<file path="src/rtl/serial_subtractor_if.sv">
// ----------------------------------------------------------------------------
// serial_subtractor_if
//   Start/done handshake and operand/result bundle for the bit-serial
//   subtractor.
//
//   Signals
//     start       requester -> subtractor : request; accepted only while idle
//     a           requester -> subtractor : minuend, captured on accept
//     b           requester -> subtractor : subtrahend, captured on accept
//     busy        subtractor -> requester : operation in flight (SHIFT/DONE)
//     done        subtractor -> requester : one-cycle pulse, results valid
//     diff        subtractor -> requester : a - b mod 2^WIDTH
//     borrow_out  subtractor -> requester : unsigned a < b
//     ovf         subtractor -> requester : signed overflow of a - b
//
//   Modports
//     master : the requester (drives start/a/b)
//     slave  : the subtractor (drives busy/done/results)
// ----------------------------------------------------------------------------
interface serial_subtractor_if #(
    parameter int WIDTH = 8
);
    logic             start;
    logic [WIDTH-1:0] a;
    logic [WIDTH-1:0] b;
    logic             busy;
    logic             done;
    logic [WIDTH-1:0] diff;
    logic             borrow_out;
    logic             ovf;

    modport master (
        output start,
        output a,
        output b,
        input  busy,
        input  done,
        input  diff,
        input  borrow_out,
        input  ovf
    );

    modport slave (
        input  start,
        input  a,
        input  b,
        output busy,
        output done,
        output diff,
        output borrow_out,
        output ovf
    );
endinterface

</file>
<file path="src/rtl/serial_subtractor.sv">
// ----------------------------------------------------------------------------
// serial_subtractor
//   Bit-serial two's-complement subtractor, diff = a - b, LSB first, one bit
//   per clock. A single full-subtractor cell plus a registered borrow is
//   sequenced by a three-state FSM (IDLE -> SHIFT x WIDTH -> DONE -> IDLE).
//
//   Ports
//     clk   in  rising-edge clock
//     rst   in  synchronous, active-high reset (aborts any operation)
//     bus   slave modport of serial_subtractor_if:
//             start/a/b in, busy/done/diff/borrow_out/ovf out
//
//   Timing
//     start accepted at edge N -> done high in the cycle after edge N+WIDTH.
//     busy is high for WIDTH+1 cycles. Results are held until the next
//     accepted operation completes; partial results never reach diff.
// ----------------------------------------------------------------------------
module serial_subtractor #(
    parameter int WIDTH = 8
) (
    input  logic                clk,
    input  logic                rst,
    serial_subtractor_if.slave  bus
);

    localparam int              CNT_W    = $clog2(WIDTH) + 1;
    localparam logic [CNT_W-1:0] CNT_LAST = CNT_W'(WIDTH - 1);

    typedef enum logic [1:0] {
        S_IDLE  = 2'd0,
        S_SHIFT = 2'd1,
        S_DONE  = 2'd2
    } state_t;

    // Full-subtractor cell: returns {borrow_out, difference_bit}.
    function automatic logic [1:0] full_sub(input logic x, input logic y, input logic bin);
        logic d;
        logic bout;
        d    = x ^ y ^ bin;
        bout = (~x & y) | (~(x ^ y) & bin);
        return {bout, d};
    endfunction

    // Signed overflow of a - b: operand signs differ and the result sign
    // differs from the minuend sign.
    function automatic logic sub_ovf(input logic a_msb, input logic b_msb, input logic d_msb);
        return (a_msb != b_msb) && (d_msb != a_msb);
    endfunction

    state_t           r_state;
    logic [WIDTH-1:0] r_sa;
    logic [WIDTH-1:0] r_sb;
    logic [WIDTH-1:0] r_res;
    logic             r_bw;
    logic [CNT_W-1:0] r_cnt;
    logic             r_a_msb;
    logic             r_b_msb;

    logic             r_busy;
    logic             r_done;
    logic [WIDTH-1:0] r_diff;
    logic             r_borrow;
    logic             r_ovf;

    logic [1:0]       w_fs;
    logic             w_bw_next;
    logic [WIDTH-1:0] w_res_next;

    // The cell works on the current LSBs; the new difference bit enters the
    // result register at the MSB so that after WIDTH shifts bit 0 lands at 0.
    always_comb begin
        w_fs       = full_sub(r_sa[0], r_sb[0], r_bw);
        w_bw_next  = w_fs[1];
        w_res_next = {w_fs[0], r_res[WIDTH-1:1]};
    end

    always_ff @(posedge clk) begin
        if (rst) begin
            r_state  <= S_IDLE;
            r_sa     <= '0;
            r_sb     <= '0;
            r_res    <= '0;
            r_bw     <= 1'b0;
            r_cnt    <= '0;
            r_a_msb  <= 1'b0;
            r_b_msb  <= 1'b0;
            r_busy   <= 1'b0;
            r_done   <= 1'b0;
            r_diff   <= '0;
            r_borrow <= 1'b0;
            r_ovf    <= 1'b0;
        end else begin
            case (r_state)
                S_IDLE: begin
                    if (bus.start) begin
                        r_sa    <= bus.a;
                        r_sb    <= bus.b;
                        r_res   <= '0;
                        r_bw    <= 1'b0;
                        r_cnt   <= '0;
                        r_a_msb <= bus.a[WIDTH-1];
                        r_b_msb <= bus.b[WIDTH-1];
                        r_busy  <= 1'b1;
                        r_state <= S_SHIFT;
                    end
                end

                S_SHIFT: begin
                    r_sa  <= r_sa >> 1;
                    r_sb  <= r_sb >> 1;
                    r_bw  <= w_bw_next;
                    r_res <= w_res_next;
                    r_cnt <= r_cnt + CNT_W'(1);
                    // Results are published from the final bit's combinational
                    // value so they are registered and valid during DONE.
                    if (r_cnt == CNT_LAST) begin
                        r_state  <= S_DONE;
                        r_done   <= 1'b1;
                        r_diff   <= w_res_next;
                        r_borrow <= w_bw_next;
                        r_ovf    <= sub_ovf(r_a_msb, r_b_msb, w_res_next[WIDTH-1]);
                    end
                end

                S_DONE: begin
                    r_done  <= 1'b0;
                    r_busy  <= 1'b0;
                    r_state <= S_IDLE;
                end

                default: begin
                    r_done  <= 1'b0;
                    r_busy  <= 1'b0;
                    r_state <= S_IDLE;
                end
            endcase
        end
    end

    assign bus.busy       = r_busy;
    assign bus.done       = r_done;
    assign bus.diff       = r_diff;
    assign bus.borrow_out = r_borrow;
    assign bus.ovf        = r_ovf;

endmodule

</file>
<file path="src/flat_wrapper.sv">
// flat-port wrapper written by rule: the top's interface ports become plain ports
module serial_subtractor_flat 
#(
    parameter int WIDTH = 8
)
  (clk, rst, bus_start, bus_a, bus_b, bus_busy, bus_done, bus_diff, bus_borrow_out, bus_ovf);
  serial_subtractor_if #(.WIDTH(WIDTH)) bus_i ();
  input  logic clk;
  input  logic rst;
  input wire logic [$bits(bus_i.start)-1:0] bus_start;
  input wire logic [$bits(bus_i.a)-1:0] bus_a;
  input wire logic [$bits(bus_i.b)-1:0] bus_b;
  output wire logic [$bits(bus_i.busy)-1:0] bus_busy;
  output wire logic [$bits(bus_i.done)-1:0] bus_done;
  output wire logic [$bits(bus_i.diff)-1:0] bus_diff;
  output wire logic [$bits(bus_i.borrow_out)-1:0] bus_borrow_out;
  output wire logic [$bits(bus_i.ovf)-1:0] bus_ovf;
  assign bus_i.start = bus_start;
  assign bus_i.a = bus_a;
  assign bus_i.b = bus_b;
  assign bus_busy = bus_i.busy;
  assign bus_done = bus_i.done;
  assign bus_diff = bus_i.diff;
  assign bus_borrow_out = bus_i.borrow_out;
  assign bus_ovf = bus_i.ovf;
  serial_subtractor #(.WIDTH(WIDTH)) u_core (.clk(clk), .rst(rst), .bus(bus_i));
endmodule
</file>
<file path="config.mk">
export PLATFORM = sky130hd
export DESIGN_NAME = serial_subtractor_flat
export DESIGN_NICKNAME = d
export VERILOG_FILES = /design/src/rtl/serial_subtractor_if.sv /design/src/rtl/serial_subtractor.sv /design/src/flat_wrapper.sv
export SDC_FILE = /design/constraint.sdc
export NUM_CORES = 1
export LEC_CHECK = 0
export BUFFER_PORTS_ARGS = -buffer_cell sky130_fd_sc_hd__buf_2
export CORE_ASPECT_RATIO = 1.75
export CORE_MARGIN = 2
export CORE_UTILIZATION = 49
export CTS_CLUSTER_DIAMETER = 30
export DETAILED_ROUTE_END_ITERATION = 12
export GPL_TIMING_DRIVEN = 1
export PLACE_DENSITY_LB_ADDON = 0.12
export SETUP_SLACK_MARGIN = 0.5
export SLEW_MARGIN = 40
export SYNTH_ARGS = -nofsm -noshare
export SYNTH_HDL_FRONTEND = slang
export SYNTH_SLANG_ARGS = --single-unit
</file>
<file path="constraint.sdc">
create_clock -name clk -period 1.35 [get_ports clk]
set_input_delay 0.135 -clock clk [delete_from_list [all_inputs] [get_ports clk]]
set_output_delay 0.135 -clock clk [all_outputs]
set_load 0.01 [all_outputs]
</file>
==> summary.md, run 1 <==
| Metric | Value |
|---|---|
| H-tree depth | 2 |
| Failing checks | negative setup slack |
| Register area share after synthesis | 0.499 |
| First-pass GRT wire length | approximately 8900 um |
| Hold-fix buffers at CTS | 0 |
| Via count | ~2,000 |
| Violation count after the first detailed-route iteration | 59 |
| Power per Cell Area | 984 nW/um^2 |
| Distinct cells, synth | 30 |
| N_diodes | 0 |
| # DRC | 0 |
| Fin nets | 303 |
| Post-synth net total | about 230 |
| FP Rows | 28 |
| TritonCTS clock tree | yes |
| Worst Setup End Kind | flip-flop |
| Smallest hold slack | 0.102 ns |
| Mapped cell area | between 1500 and 2000 sq um |
| Clock Tree Root | clkbuf_8 |
| RSZ-0062 raised after global routing | yes |
| Clk_skew | 0.00512 ns |
| Cells after Synth | 210 |
| Multi-input logic area | 1230 sq um |
| Core box area | 3400 sq um |
| Slew headroom | 0.510 |
| Static Leak | 1.21 nW |
| Ys flop type | dfxtp_1 |
| Fin crit share | 1.11 |
| Final hold violation count | 0 |
| CP arrival | ~1.7 ns |
| Status | complete, but fails checks |
| Most common cell after layout, fill and taps aside | buf_6 |
| Async S/R FF share, synth | 0 |
| # IOs | 31 |
| Die area | 4120 sq um |
| RD Place Congestion | 0.747 |
| Final wirelength | about 6800 um |
| Max-Cap Viols | 0 |
| Fillers | 125 |
| Setup violations, final | 4 |
| Max frequency | 0.666 GHz |
| Die W | ~49 um |
| Utilization after layout | 0.913 |
| CTS Sinks | 44 |
| Total global routing track utilization | 0.279 |
| Syn Area/Cell | 8.41 sq um |
| CP Launch Type | flip-flop |
| Total gr overflow | 0 |
| Final Instance Area | 3100 sq um |
| Port buffer count | 30 |
| Hold Path Class | in -> reg |
| Vias per cell | 5.98 |
| Synthesis Warnings | 0 |
| Routed Antenna Nets | 0 |
| Tot Pwr | 0.00305 W |
| Clk_lat worst skew | roughly 0.30 ns |
| DP HPWL | 2810 um |
| Largest net degree at the start of global routing | 31 |
| Average wire per standard cell | 20.7 um |
| Share of cells above drive strength 1 | 0.678 |
| Most frequent cells in the layout | buf_6 (31), nor2_1 (30), dfxtp_1 (27) |
| Initial antenna violation count | 0 |
| Register Area | 912 sq um |
| EDFF count, synth | 0 |
| Synthesis-to-finish area growth | 75.8% |
| Reg clk slew, reported paths | 0.08 ns |
| Critical path class | reg -> reg |
| Vias in the first global route | 1,881 |
| WP data required | 1.58 ns |
| Pre-antenna DRT Iters | 5 |
| Initial Utilization | 0.520 |
| Worst vdd ir | between 1 and 1.5 mV |
| Flops & latches, synth | 44 |
| Worst Path Max Fanout | 3 |
| Tmin final | 1.50 ns |
| Final Max Slew Viols | 0 |
| Worst Max-Slew Pin Slew | 0.735 ns |
| CTS Buffer Depth | 2 |
| Die height | 83.4 um |
| Setup WS post-layout | -0.151 ns |
| Placed inst area | between 2000 and 2500 sq um |
| Num CTS Buffers | 5 |
==> worst max-delay path, stage by stage, from the launching register on <==
cell and delay, ns:
dfxtp_2 0.33, inv_2 0.04, fa_1 0.61, buf_4 0.14
buf_6 0.10, nand3_2 0.07, a21oi_2 0.15
==> routing by layer <==
metal | up-vias | routed length [um] | GRT usage | share of wire
met5 | - | 0 | 0 | 0
met3 | 36 | 307 | 0.0324 | 0.045
met4 | 0 | 350 | 0.144 | 0.052
met1 | 963 | 2490 | 0.297 | 0.37
li1 | 871 | - | - | -
met2 | 91 | 3640 | 0.518 | 0.54
==> flip-flops by register name, summed over array words and instances (netlist names) <==
name and cells:
u_core.bus.diff 8, u_core.r_sa 8, u_core.r_sb 8, u_core.r_res 7, u_core.r_cnt 4, u_core.r_state 2
u_core.bus.borrow_out 1, u_core.bus.busy 1, u_core.bus.done 1, u_core.bus.ovf 1, u_core.r_a_msb 1, u_core.r_b_msb 1
u_core.r_bw 1
==> power by group <==
| group | switching (W) | internal (W) | total [W] |
|---|---|---|---|
| clock | 0.000456 | 0.000549 | 0.00100 |
| combinational | 0.000319 | 0.000318 | 0.000637 |
| sequential | 0.0000572 | 0.00135 | 0.00141 |
| total | 0.000832 | 0.00222 | 0.00305 |
==> final timing paths <==
check                           slack [ns]  cells past startpoint                  to           start
worst max-delay path                 -0.15                      6  u_core.bus.diff[7]  u_core.r_sb[0]
worst min-delay path                  0.10                      3      u_core.r_sa[2]        bus_a[2]
worst max register to register       -0.15                      6  u_core.bus.diff[7]  u_core.r_sb[0]
worst min register to register        0.49                      2      u_core.r_sb[7]  u_core.r_sb[7]
==> cells in the mapped netlist, drive strengths merged, types with 3 or more instances <==
master,number,share of area
nand3,10,0.028
a21oi,21,0.062
nor2,54,0.11
nand2b,3,0.011
inv,3,0.0064
nand2,9,0.019
clkbuf,5,0.011
o21ai,9,0.026
dfxtp,44,0.50
a22oi,8,0.034
nor4,12,0.043
buf,12,0.045
==> cells by family after synthesis <==
logic type,count (synthesis),share of synthesized area
and+or+nand+nor,97,0.254
AOI/OAI and AO/OA,46,0.162
buffers and inverters,20,0.0617
muxes,1,0.00567
DFF,44,0.499
adders and majority gates,2,0.0184
==> stage by stage <==
step	instances	worst slack, ns	TNS, ns
finish	328	-0.151	-0.534
global route	328	-0.205	-0.773
detailed placement	283	-0.0292	-0.0292
floorplan	210	0.0000679	0
CTS	320	-0.0520	-0.0520
global placement	283	0.00943	0
==> cell type report <==
| type | count | share of cell area |
|---|---|---|
| well taps | 45 | 0.0181 |
| inverters | 3 | 0.00363 |
| flip-flops and latches | 44 | 0.294 |
| repair buffers | 80 | 0.254 |
| clock buffers | 6 | 0.0234 |
| multi-input cells | 148 | 0.396 |
| clock inverters | 2 | 0.0113 |
==> what timing repair did <==
| action | in CTS | in global routing |
|---|---|---|
| pin swaps | 25 | 19 |
| endpoints found under the setup margin | 56 | 56 |
| cloned | 4 | 0 |
| hold endpoints to repair | 0 | 0 |
| setup buffers | 25 | 8 |
| resized for setup | 77 | 68 |
Note: power is estimated with default switching activity, not from simulation.
==> run 2: changes to the inputs <==
CORE_ASPECT_RATIO = default   (was 1.75)
==> run 2 against run 1 <==
Compared with the run above: count of clock-buffer cells in the layout grew 1; first-iteration DRC count grew to 2.6 times the previous value; utilization shrank 7.0 points; total power fell by 11%; worst hold slack got worse by 0.069 ns; sequential power barely moved; the flow still finishes with violations (negative setup slack); largest power group unchanged; non-clock buffer count fell by 7; critical path depth is 1 lower; design area fell by 7.9%.
==> summary.md, run 2 (synthesis gave the netlist of run 1 again) <==
| Metric | Value |
|---|---|
| Smallest hold slack | 0.0334 ns (-0.0687 ns) |
| Tot Pwr | 0.00270 W (-11%) |
| Hold Path Class | in -> reg |
| Worst Max-Slew Pin Slew | 0.612 ns (-0.123 ns) |
| WP data required | 1.67 ns (+0.09 ns) |
| Slew headroom | 0.592 (+0.0819) |
| Port buffer count | 30 (unchanged) |
| Fin nets | 296 (-2.3%) |
| Routed Antenna Nets | 0 (unchanged) |
| Final Max Slew Viols | 0 (unchanged) |
| Logic gate share of total power | 0.206 (-0.003) |
| Final hold violation count | 0 (unchanged) |
| # IOs | 31 (unchanged) |
| Internal | 0.00193 W (-13%) |
| N_diodes | 0 (unchanged) |
| Sw power | 0.000770 W (-7.4%) |
| Die area | 4100 sq um (-0.46%) |
| Reg2reg start | u_core.r_bw |
| Most common cell after layout, fill and taps aside | nor2_1 |
| Failing checks | negative setup slack |
| Start point of the worst hold path | bus_a[1] |
| Utilization after layout | 0.843 (-0.0696) |
| Clock Power Share | 0.276 (-0.053) |
| CP Launch Type | flip-flop |
| H-tree depth | 2 (unchanged) |
| Total global routing track utilization | 0.279 (+0.000287) |
| Placed cells | 286 (+1.1%) |
| Worst vdd ir | 0.749 mV (-25%) |
| Violation count after the first detailed-route iteration | 152 (+160%) |
| Register share of total power | 0.518 (+0.056) |
| Clk_lat worst skew | 0.38 ns (+0.08 ns) |
| Placed inst area | 2130 sq um (+0.77%) |
| Pre-antenna DRT Iters | 4 (-1) |
| RD Place Congestion | 0.778 (+4.1%) |
| Static Leak | 1.15 nW (-5.3%) |
| Sw Share | 0.285 (+0.0125) |
| Status | complete, but fails checks |
| Setup violations, final | 4 (unchanged) |
| Cell family with most CP delay | adder cells |
| Crit path max-delay cell type | fa_2 |
| CTS Buffer Depth | 2 (unchanged) |
| Worst Path Max Fanout | 3 (unchanged) |
| First-pass GRT wire length | 8580 um (-3.9%) |
| Worst stage delay on the critical path | 0.60 ns (about the same) |
| Clk_skew | 0.0204 ns (+0.0152 ns) |
| Die height | 64.0 um (-23%) |
| CP startpoint | u_core.r_bw |
| Final wirelength | 5820 um (-14%) |
| Tmin final | 1.49 ns (-0.0145 ns) |
| Vias per cell | 5.80 (-2.9%) |
| Core box area | 3390 sq um (-0.26%) |
| Num CTS Buffers | 5 (unchanged) |
| Most frequent cells in the layout | nor2_1 (42), buf_6 (31), dfxtp_1 (25) |
| TritonCTS clock tree | yes |
| Initial antenna violation count | 0 (unchanged) |
| Power per Cell Area | 945 nW/um^2 (-3.9%) |
| Reg clk slew, reported paths | 0.14 ns (+0.06 ns) |
| FP Rows | 21 (-25%) |
| Fin cells | 321 (-2.1%) |
| Max frequency | 0.673 GHz (+0.98%) |
| RSZ-0062 raised after global routing | yes |
| Average wire per standard cell | 18.1 um (-12%) |
| CP arrival | 1.80 ns (+0.06 ns) |
| Die W | 64.0 um (+30%) |
| Via count | 1,863 (-5.0%) |
| Total gr overflow | 0 (unchanged) |
| Critical path class | reg -> reg |
| Fin crit share | 1.10 (-0.0108) |
| Share of cells above drive strength 1 | 0.585 (-0.0930) |
| DP HPWL | 2660 um (-5.4%) |
| Setup WS post-layout | -0.137 ns (+0.0145 ns) |
| Final Instance Area | 2860 sq um (-7.9%) |
| # DRC | 0 (unchanged) |
| CTS Sinks | 44 (unchanged) |
| Vias in the first global route | 1,753 (-6.8%) |
| Largest net degree at the start of global routing | 32 (+3.2%) |
| Clock Tree Root | clkbuf_4 |
| Synthesis-to-finish area growth | 61.9% |
| Worst Setup End Kind | flip-flop |
| Max-Cap Viols | 0 (unchanged) |
| Initial Utilization | 0.521 (+0.00134) |
| Crit-path cells | inv_2 -> fa_2 -> and3b_1 -> a21oi_2 -> a211oi_2 |
| Worst path bufs/invs | 1 (-2) |
## run 2: worst register-to-register path: stages (launching register included)
cell and delay, ns:
dfxtp_2 0.37, inv_2 0.04, fa_2 0.60, and3b_1 0.18
a21oi_2 0.05, a211oi_2 0.20
## run 2: path summary, 6_finish.rpt
check	end	slack [ns]	depth (start not counted)
worst max-delay path	u_core.bus.ovf	-0.14	5
worst min register to register	u_core.r_sb[7]	0.48	2
worst min-delay path	u_core.r_sa[1]	0.03	3
worst max register to register	u_core.bus.ovf	-0.14	5
## run 2: final cells by class
class | count | area (sq um)
Multi-Input combinational cell | 148 | 1100
Sequential cell | 44 | 912
Timing Repair Buffer | 73 | 712
Fill cell | 174 | 531
Clock buffer | 7 | 65.1
Tap cell | 46 | 57.6
Inverter | 3 | 11.3
## run 2: layer usage
metal  track usage  vias up  part of all wire
li1              -      857                 -
met4         0.174        0             0.041
met1         0.335      894              0.42
met2         0.452       87              0.48
met3        0.0616       25             0.065
met5             0        -                 0
## run 2: timing repair
| action | in CTS | in global routing |
|---|---|---|
| buffers inserted | 14 | 9 |
| pin swaps | 17 | 15 |
| setup endpoints to repair | 56 | 56 |
| cloned | 5 | 0 |
| gates resized for setup | 77 | 31 |
| hold buffers | 0 | 0 |
## run 2: power by group through the flow
stage	Clock (W)	Sequential, W	Combinational [W]
6_report	0.000746	0.00140	0.000557
5_1_grt	0.000794	0.00141	0.000588
4_1_cts	0.000730	0.00139	0.000444
3_5_place_dp	0	0.00142	0.000325
3_3_place_gp	0	0.00142	0.000316
2_1_floorplan	0	0.00142	0.000240
## run 2: metrics by stage
stage / setup TNS, ns / setup WS [ns]
floorplan: 0 / 0.0000679
global placement: -0.0200 / -0.0200
detailed placement: -0.0513 / -0.0513
CTS: -0.0756 / -0.0702
global route: -0.632 / -0.169
finish: -0.351 / -0.137
